`config.mk`:
```
export PLATFORM = sky130hd
export DESIGN_NAME = ahb_block_mover
export DESIGN_NICKNAME = d
export VERILOG_FILES = /design/src/rtl/ahb_block_mover.sv
export SDC_FILE = /design/constraint.sdc
export NUM_CORES = 1
export LEC_CHECK = 0
export ABC_AREA = 1
export ABC_CLOCK_PERIOD_IN_PS = 2800
export BUFFER_PORTS_ARGS = -buffer_cell sky130_fd_sc_hd__buf_2
export CORE_ASPECT_RATIO = 0.9
export CORE_MARGIN = 2
export CORE_UTILIZATION = 50
export CTS_CLUSTER_SIZE = 14
export DETAILED_ROUTE_END_ITERATION = 7
export PLACE_DENSITY = 0.77
export SYNTH_ARGS = -nofsm -noshare
export SYNTH_HDL_FRONTEND = slang
export SYNTH_SLANG_ARGS = --single-unit
```
`constraint.sdc`:
```
create_clock -name clk -period 2.8 [get_ports clk]
set_input_delay 0.28 -clock clk [delete_from_list [all_inputs] [get_ports clk]]
set_output_delay 0.28 -clock clk [all_outputs]
set_load 0.03 [all_outputs]
```
`src/rtl/ahb_block_mover.sv`:
```
// AHB-Lite burst mover: one 128-bit block per ahb_shift_en pulse as an INCR4 word burst,
// reading SRAM into rx_block or writing tx_block back, with pointer and block-count tracking.
module ahb_block_mover #(
    parameter int CNT_W  = 16,
    parameter int ADDR_W = 32
) (
    input  logic              clk,
    input  logic              n_rst,
    input  logic              cfg_load,
    input  logic [ADDR_W-1:0] src_base,
    input  logic [ADDR_W-1:0] dst_base,
    input  logic [CNT_W-1:0]  num_blocks,
    input  logic              ahb_shift_en,
    input  logic              ahb_mode,
    input  logic [127:0]      tx_block,
    output logic [127:0]      rx_block,
    output logic              rx_valid,
    output logic              busy,
    output logic              xfer_done,
    output logic              last_round,
    output logic              overrun,
    output logic              xfer_error,
    output logic [ADDR_W-1:0] haddr,
    output logic [1:0]        htrans,
    output logic              hwrite,
    output logic [2:0]        hsize,
    output logic [2:0]        hburst,
    output logic [31:0]       hwdata,
    input  logic [31:0]       hrdata,
    input  logic              hready,
    input  logic              hresp,
    output logic [1:0]        dbg_state
);
    // Handshake: an address beat is accepted, and a data phase completes, on any edge with hready=1.
    typedef enum logic [1:0] {S_IDLE, S_ADDR, S_DATA_LAST, S_ERR} state_t;

    localparam logic [1:0] HT_IDLE   = 2'b00;
    localparam logic [1:0] HT_NONSEQ = 2'b10;
    localparam logic [1:0] HT_SEQ    = 2'b11;

    state_t            state;
    logic [ADDR_W-1:0] src_ptr, dst_ptr, base;
    logic [CNT_W-1:0]  nblk, rd_cnt;
    logic              mode, dp_act;
    logic [1:0]        beat, dp_beat;
    logic [127:0]      tx_buf, rd_buf;

    logic              cfg_take, last_eff, start;
    logic [ADDR_W-1:0] src_eff, dst_eff;
    logic [1:0]        beat_nx;

    function automatic logic [31:0] word_of(input logic [127:0] blk, input logic [1:0] k);
        case (k)
            2'd0:    word_of = blk[127:96];
            2'd1:    word_of = blk[95:64];
            2'd2:    word_of = blk[63:32];
            default: word_of = blk[31:0];
        endcase
    endfunction

    function automatic logic [127:0] put_word(input logic [127:0] blk, input logic [1:0] k,
                                              input logic [31:0] w);
        put_word = blk;
        case (k)
            2'd0:    put_word[127:96] = w;
            2'd1:    put_word[95:64]  = w;
            2'd2:    put_word[63:32]  = w;
            default: put_word[31:0]   = w;
        endcase
    endfunction

    // A configuration load in the same idle cycle as a start request is applied first.
    always_comb begin
        cfg_take = cfg_load && (state == S_IDLE);
        src_eff  = cfg_take ? src_base : src_ptr;
        dst_eff  = cfg_take ? dst_base : dst_ptr;
        last_eff = cfg_take ? 1'b0 : last_round;
        start    = (state == S_IDLE) && ahb_shift_en && (ahb_mode || !last_eff);
        beat_nx  = beat + 2'd1;
    end

    assign hsize     = 3'b010;
    assign hburst    = 3'b011;
    assign dbg_state = state;

    always_ff @(posedge clk or negedge n_rst) begin
        if (!n_rst) begin
            state      <= S_IDLE;
            src_ptr    <= '0;
            dst_ptr    <= '0;
            base       <= '0;
            nblk       <= '0;
            rd_cnt     <= '0;
            mode       <= 1'b0;
            dp_act     <= 1'b0;
            beat       <= 2'd0;
            dp_beat    <= 2'd0;
            tx_buf     <= '0;
            rd_buf     <= '0;
            rx_block   <= '0;
            rx_valid   <= 1'b0;
            busy       <= 1'b0;
            xfer_done  <= 1'b0;
            last_round <= 1'b0;
            overrun    <= 1'b0;
            xfer_error <= 1'b0;
            haddr      <= '0;
            htrans     <= HT_IDLE;
            hwrite     <= 1'b0;
            hwdata     <= '0;
        end else begin
            xfer_done <= 1'b0;
            rx_valid  <= 1'b0;
            if (cfg_take) begin
                src_ptr    <= src_base;
                dst_ptr    <= dst_base;
                nblk       <= (num_blocks == '0) ? CNT_W'(1) : num_blocks;
                rd_cnt     <= '0;
                last_round <= 1'b0;
                overrun    <= 1'b0;
                xfer_error <= 1'b0;
            end
            if (ahb_shift_en && (state != S_IDLE))
                overrun <= 1'b1;

            case (state)
                S_IDLE: begin
                    if (start) begin
                        mode   <= ahb_mode;
                        tx_buf <= tx_block;
                        base   <= ahb_mode ? dst_eff : src_eff;
                        haddr  <= ahb_mode ? dst_eff : src_eff;
                        htrans <= HT_NONSEQ;
                        hwrite <= ahb_mode;
                        beat   <= 2'd0;
                        dp_act <= 1'b0;
                        busy   <= 1'b1;
                        state  <= S_ADDR;
                    end
                end
                S_ADDR: begin
                    if (dp_act && hresp) begin
                        htrans     <= HT_IDLE;
                        xfer_error <= 1'b1;
                        state      <= S_ERR;
                    end else if (hready) begin
                        if (dp_act)
                            rd_buf <= put_word(rd_buf, dp_beat, hrdata);
                        dp_act  <= 1'b1;
                        dp_beat <= beat;
                        hwdata  <= word_of(tx_buf, beat);
                        if (beat == 2'd3) begin
                            htrans <= HT_IDLE;
                            state  <= S_DATA_LAST;
                        end else begin
                            beat   <= beat_nx;
                            haddr  <= base + {{(ADDR_W-4){1'b0}}, beat_nx, 2'b00};
                            htrans <= HT_SEQ;
                        end
                    end
                end
                S_DATA_LAST: begin
                    if (hresp) begin
                        xfer_error <= 1'b1;
                        state      <= S_ERR;
                    end else if (hready) begin
                        if (!mode) begin
                            rx_block <= {rd_buf[127:32], hrdata};
                            rx_valid <= 1'b1;
                            src_ptr  <= src_ptr + ADDR_W'(16);
                            if (rd_cnt != nblk)
                                rd_cnt <= rd_cnt + CNT_W'(1);
                            if (rd_cnt + CNT_W'(1) >= nblk)
                                last_round <= 1'b1;
                        end else begin
                            dst_ptr <= dst_ptr + ADDR_W'(16);
                        end
                        xfer_done <= 1'b1;
                        busy      <= 1'b0;
                        hwrite    <= 1'b0;
                        dp_act    <= 1'b0;
                        state     <= S_IDLE;
                    end
                end
                default: begin
                    // Error recovery: report completion so the controller never waits forever.
                    xfer_done <= 1'b1;
                    busy      <= 1'b0;
                    hwrite    <= 1'b0;
                    dp_act    <= 1'b0;
                    state     <= S_IDLE;
                end
            endcase
        end
    end
endmodule
```
Yosys cells after proc, flatten, opt, wreduce, memory -nomap -nowiden

Cells that the tools add are included.

Flip-flop bits (word level): 561
Latch bits: 0
Bits in writable memories: 0
ROM bits: 0
Input port bits: 247
Output and inout port bits: 209
Logic and storage cells: 148
Memories kept: 0

$add $sub $neg: 5
$mul: 0
Divide/modulo/power cells: 0
Magnitude comparators: 1
Eq/ne operators: 17
Shift operators: 0
Multiplexer cells: 70
Bitwise logic cells: 4
Reduce and logical (&&, ||, !) cells: 26

Operator list:

| operator                | count |
|---|---|
| $mux W32                | 15 |
| $mux W16                | 7 |
| $pmux W32 S3            | 1 |
| $add A32 B5 Y32 const B | 2 |
| $pmux W32 S2            | 1 |
| $add A32 B4 Y32         | 1 |
| $mux W2                 | 14 |
| $reduce_and A5 Y1       | 5 |
| $mux W1                 | 24 |
| $add A16 B1 Y16 const B | 1 |
| $ge A16 B16 Y1          | 1 |
| $logic_not A16 Y1       | 1 |
| $ne A16 B16 Y1          | 1 |
| $ne A2 B2 Y1 const B    | 6 |
| $reduce_and A4 Y1       | 3 |
| $ne A3 B3 Y1 const B    | 3 |
| $pmux W1 S3             | 3 |
| $eq A2 B2 Y1 const B    | 4 |
| $pmux W2 S2             | 2 |
| $eq A2 B1 Y1 const B    | 3 |
| $logic_not A2 Y1        | 3 |
| $pmux W2 S3             | 1 |
| $reduce_and A3 Y1       | 2 |
| $reduce_bool A2 Y1      | 3 |
| other kinds (8)         | 16 |

Depth between registers and ports, before layout

Depth after elaboration: 8
Depth in mapped cells: 15
Mapped depth without buffers: 15

Worst setup path before layout

Ideal clock, no wire load.

Path kind: flip-flop to flip-flop
From: register beat[0]
To: register haddr[8]
Library setup time: 0.117 ns
Arrival: 1.964 ns
Slack: 0.719 ns
Cell stages (with the launch flop): 11
Path buffers: 0
Period minus slack after synthesis: 2.081 ns
Path through: dfrtp_1 -> inv_1 -> ha_1 -> fa_1 -> nand3_1 -> nor2_1 -> or2_2 -> nand3_1 -> o21ai_0 -> nand2_1 -> nand2_1

Longest elaborated chain between the ends: 6
Elaborated cells on any way between the ends: 9
Those cells by class: add/sub (2); eq/ne (2); mux (4); reduce/logical (1)

RTL lines:

| what                   | line | RTL |
|---|---|---|
| start, declared        | 45   | `logic [1:0] beat, dp_beat;` |
| start signal, assigned | 156  | `beat <= beat_nx;` |
| $add A2 B1 Y2          | 79   | `beat_nx = beat + 2'd1;` |
| $add A32 B4 Y32        | 157  | `haddr <= base + {{(ADDR_W-4){1'b0}}, beat_nx, 2'b00};` |
| $mux W32               | 152  | `if (beat == 2'd3) begin` |
| $mux W32               | 146  | `end else if (hready) begin` |
| $mux W32               | 142  | `if (dp_act && hresp) begin` |
| $pmux W32 S2           | 126  | `case (state)` |
| end signal, assigned   | 132  | `haddr <= ahb_mode ? dst_eff : src_eff;` |
| end signal, assigned   | 157  |  |
| end, declared          | 23   | `output logic [ADDR_W-1:0] haddr,` |

Parallel ways exist; a longest one is shown, timed or not. The select of a mux whose other input is x is not followed.
A chain may end at the register's enable or synchronous reset.

Final worst setup path

From: register state[0] (netlist: dbg_state[0])
To: register haddr[31]

Longest elaborated chain between the ends: 8
Elaborated cells on any way between the ends: 19
Those cells by class: eq/ne (5); mux (6); reduce/logical (8)

RTL lines:

| what                               | line        | RTL |
|---|---|---|
| start, declared                    | 41          | `state_t state;` |
| start signal, assigned             | 88          | `state <= S_IDLE;` |
| start signal, assigned             | 138         | `state <= S_ADDR;` |
| start signal, assigned             | 145         | `state <= S_ERR;` |
| $logic_not A2 Y1                   | 74, 78, 126 |  |
| $logic_and A1 B1 Y1                | 74          | `cfg_take = cfg_load && (state == S_IDLE);` |
| $mux W1                            | 77          | `last_eff = cfg_take ? 1'b0 : last_round;` |
| $logic_not A1 Y1                   | 78          | `start = (state == S_IDLE) && ahb_shift_en && (ahb_mode \|\| !last_eff);` |
| $logic_or A1 B1 Y1                 | 78          |  |
| $logic_and A1 B1 Y1                | 78          |  |
| $ne A2 B2 Y1 (no source line)      | n/a         |  |
| $reduce_and A5 Y1 (no source line) | n/a         |  |

Parallel ways exist; a longest one is shown, timed or not. The select of a mux whose other input is x is not followed.

==> reports/qor.yml <==
cp.arrival_ns: 2.99
internal_power_uw: 21100
die_h_um: 223
drcViolationCount: 0
tightest_slew_ns: 0.680
seqPwrFrac: 0.384
first_iter_violations: 2622
cts.sinks: 561
die_area_mm2: 0.0551
grt_max_degree: 139
design.core.area_mm2: 0.0528
fin_crit_ns: 2.49
final_common_cell: "nand2_1"
gr-total-overflow: 0
synthCells: 3461
rsz0062_at_grt: "false"
ys_ff_latch: 561
io_buffers: 449
slew_viol_final: 0
hold_violations: 0
hold_buffers: 192
htreeDepth: 2
final_nets: 4328
yosysWarnings: 0
cp_max_fo: 27
end_kind: "register"
clock_path_buffers: 3
min_path_type: "primary input to register"
clk_pin_slew_worst_paths_ns: 0.07
fmax_mhz: 402
die_w_um: 247
p_sw_uw: 16800
layout-drive-gt1-share: 0.154
slew_headroom: 0.546
p_per_area_mw_per_mm2: 1130
ir_drop_v: 0.000706
final_antenna_net_count: 0
netlist_area_mm2: 0.0266
fillers: 4366
min_period_over_period: 0.889
setup_ws_ns: 0.312
ys_seq_area_frac: 0.528
dp_slack_ns: 0.340
totalWireLength_um: 85900
syn_avg_cell_area_um2: 7.68
comb_power_share: 0.409
numCtsBuffers: 56
gp_congestion: 0.989
setup_viol: 0
clock_power_share: 0.206
power.leakage_uw: 0.0177
vias_per_cell: 5.32
clock_latency_ns: 0.62
grt_pass1_vias: 24800
start_util: 0.504
ys_types: 41
layout_common_cells: "nand2_1 (1,620), dfrtp_1 (561), buf_2 (448), o21ai_0 (270)"
ios: 456
clock_skew_ns: 0.0135
final_util: 0.634
cp.required_ns: 3.30
place_hpwl_um: 55600
post_drt_wl_per_cell_um: 17.9
setup_tns_ns: 0
worstSetupStartpointType: "register"
post_cts_resized: 0
grt_usage: 0.309
cts_tree: "yes"
totalPowerFinal_uw: 37800
status: "completed"
maxCapViolCount: 0
switching_share: 0.443
post_cts_buffers: 0
crit_type: "register to register"
root_buffer: "clkbuf_16"
vias: 25500
syn2layout_area_growth_pct: 25.7
row_count: 80
antenna_found_initial: 2
grt_pass1_wl_um: 134000
drt_pass1_iterations: 8
==> routing by layer <==
metal	global-route usage	share of wire	vias to the layer above
met1	0.427	0.42	12000
met5	0	0	-
li1	-	-	12000
met3	0.0464	0.081	245
met4	0.132	0.046	0
met2	0.485	0.46	1267
==> Yosys cell counts, drive strengths merged <==
library cell  number  share of area
a21oi            106          0.020
a22o               1        0.00033
a31oi             12         0.0028
and2               1        0.00024
buf              107          0.021
clkbuf            58         0.0082
clkinv             2        0.00028
conb               2        0.00028
dfrtp            561           0.53
fa                 1        0.00075
ha                29          0.014
inv              191          0.027
mux2i              4         0.0015
nand2           1625           0.23
nand3            139          0.028
nand3b            11         0.0031
nand4             13         0.0031
nor2             197          0.029
nor3              26         0.0053
nor4               2        0.00047
o211ai             2        0.00056
o21a               1        0.00028
o21ai            314          0.059
o21bai             2        0.00056
o22ai              1        0.00024
o31ai              1        0.00028
or2               12         0.0028
xnor2              9         0.0030
xor2              31          0.010
==> through the flow <==
step	hold slack [ns]	instances	cell area, µm²
after detailed placement	0.200	4498	29600
after CTS	0.000203	4791	33400
after global routing	0.0284	4793	33400
after floorplan	-0.0156	3465	26600
final	0.0332	4793	33400
after global placement	0.201	4498	29600
==> final timing paths <==
kind	from	endpoint	slack [ns]	depth (start not counted)
max in group asynchronous	n_rst	haddr[2]	1.67	3
hold reg to reg	rx_block[95]	rx_block[95]	0.46	2
setup reg to reg	dbg_state[0]	haddr[31]	0.31	13
hold / removal	src_base[17]	src_ptr[17]	0.03	5
setup / recovery	dbg_state[0]	haddr[31]	0.31	13
min in group asynchronous	n_rst	dst_ptr[2]	0.14	2
==> cell families after synthesis <==
logic type      count (synthesis)  synth area share
simple gates                 2026             0.302
flops                         561             0.528
compound gates                440            0.0841
buf+inv                       358            0.0569
xor+xnor                       40            0.0132
fa+ha+maj                      30            0.0144
mux                             4           0.00151
other cells                     2          0.000282
==> final cells by class <==
class / count / area (µm²) / share of cell area
well taps: 697 / 872 / 0.0261
flip-flops and latches: 561 / 14000 / 0.420
clock inverters: 21 / 264 / 0.00790
clock buffers: 80 / 1650 / 0.0495
multi-input cells: 2546 / 11100 / 0.331
diodes: 2 / 5.00 / 0.000150
inverters: 193 / 728 / 0.0218
repair buffers: 693 / 4780 / 0.143
==> critical path: stages, from the launching register on <==
cell and delay [ns]:
dfrtp_1 0.43, inv_1 0.10, ha_1 0.23, nand2_2 0.16
inv_2 0.13, nor2_1 0.14, nand2_1 0.14, nand2_8 0.10
nand2_1 0.11, nand2_4 0.28, buf_4 0.32, a21oi_1 0.07
nand2_1 0.09, nand2_1 0.05
==> power by group through the flow <==
| stage | logic (µW) | clock network, µW | registers (µW) |
|---|---|---|---|
| after CTS | 15300 | 7910 | 14400 |
| after global routing | 17100 | 8230 | 14900 |
| after global placement | 14700 | 0 | 14400 |
| after floorplan | 8030 | 0 | 16300 |
| after detailed placement | 15000 | 0 | 14400 |
| final | 15500 | 7810 | 14500 |
==> flip-flops by register name, indices dropped and copies added (netlist names), 2 cells and up <==
register,count
nblk,16
rd_cnt,16
htrans,2
rx_block,128
base,32
rd_buf,96
dst_ptr,32
haddr,32
src_ptr,32
dbg_state,2
beat,2
tx_buf,128
dp_beat,2
hwdata,32
(Power assumes the default switching activity.)
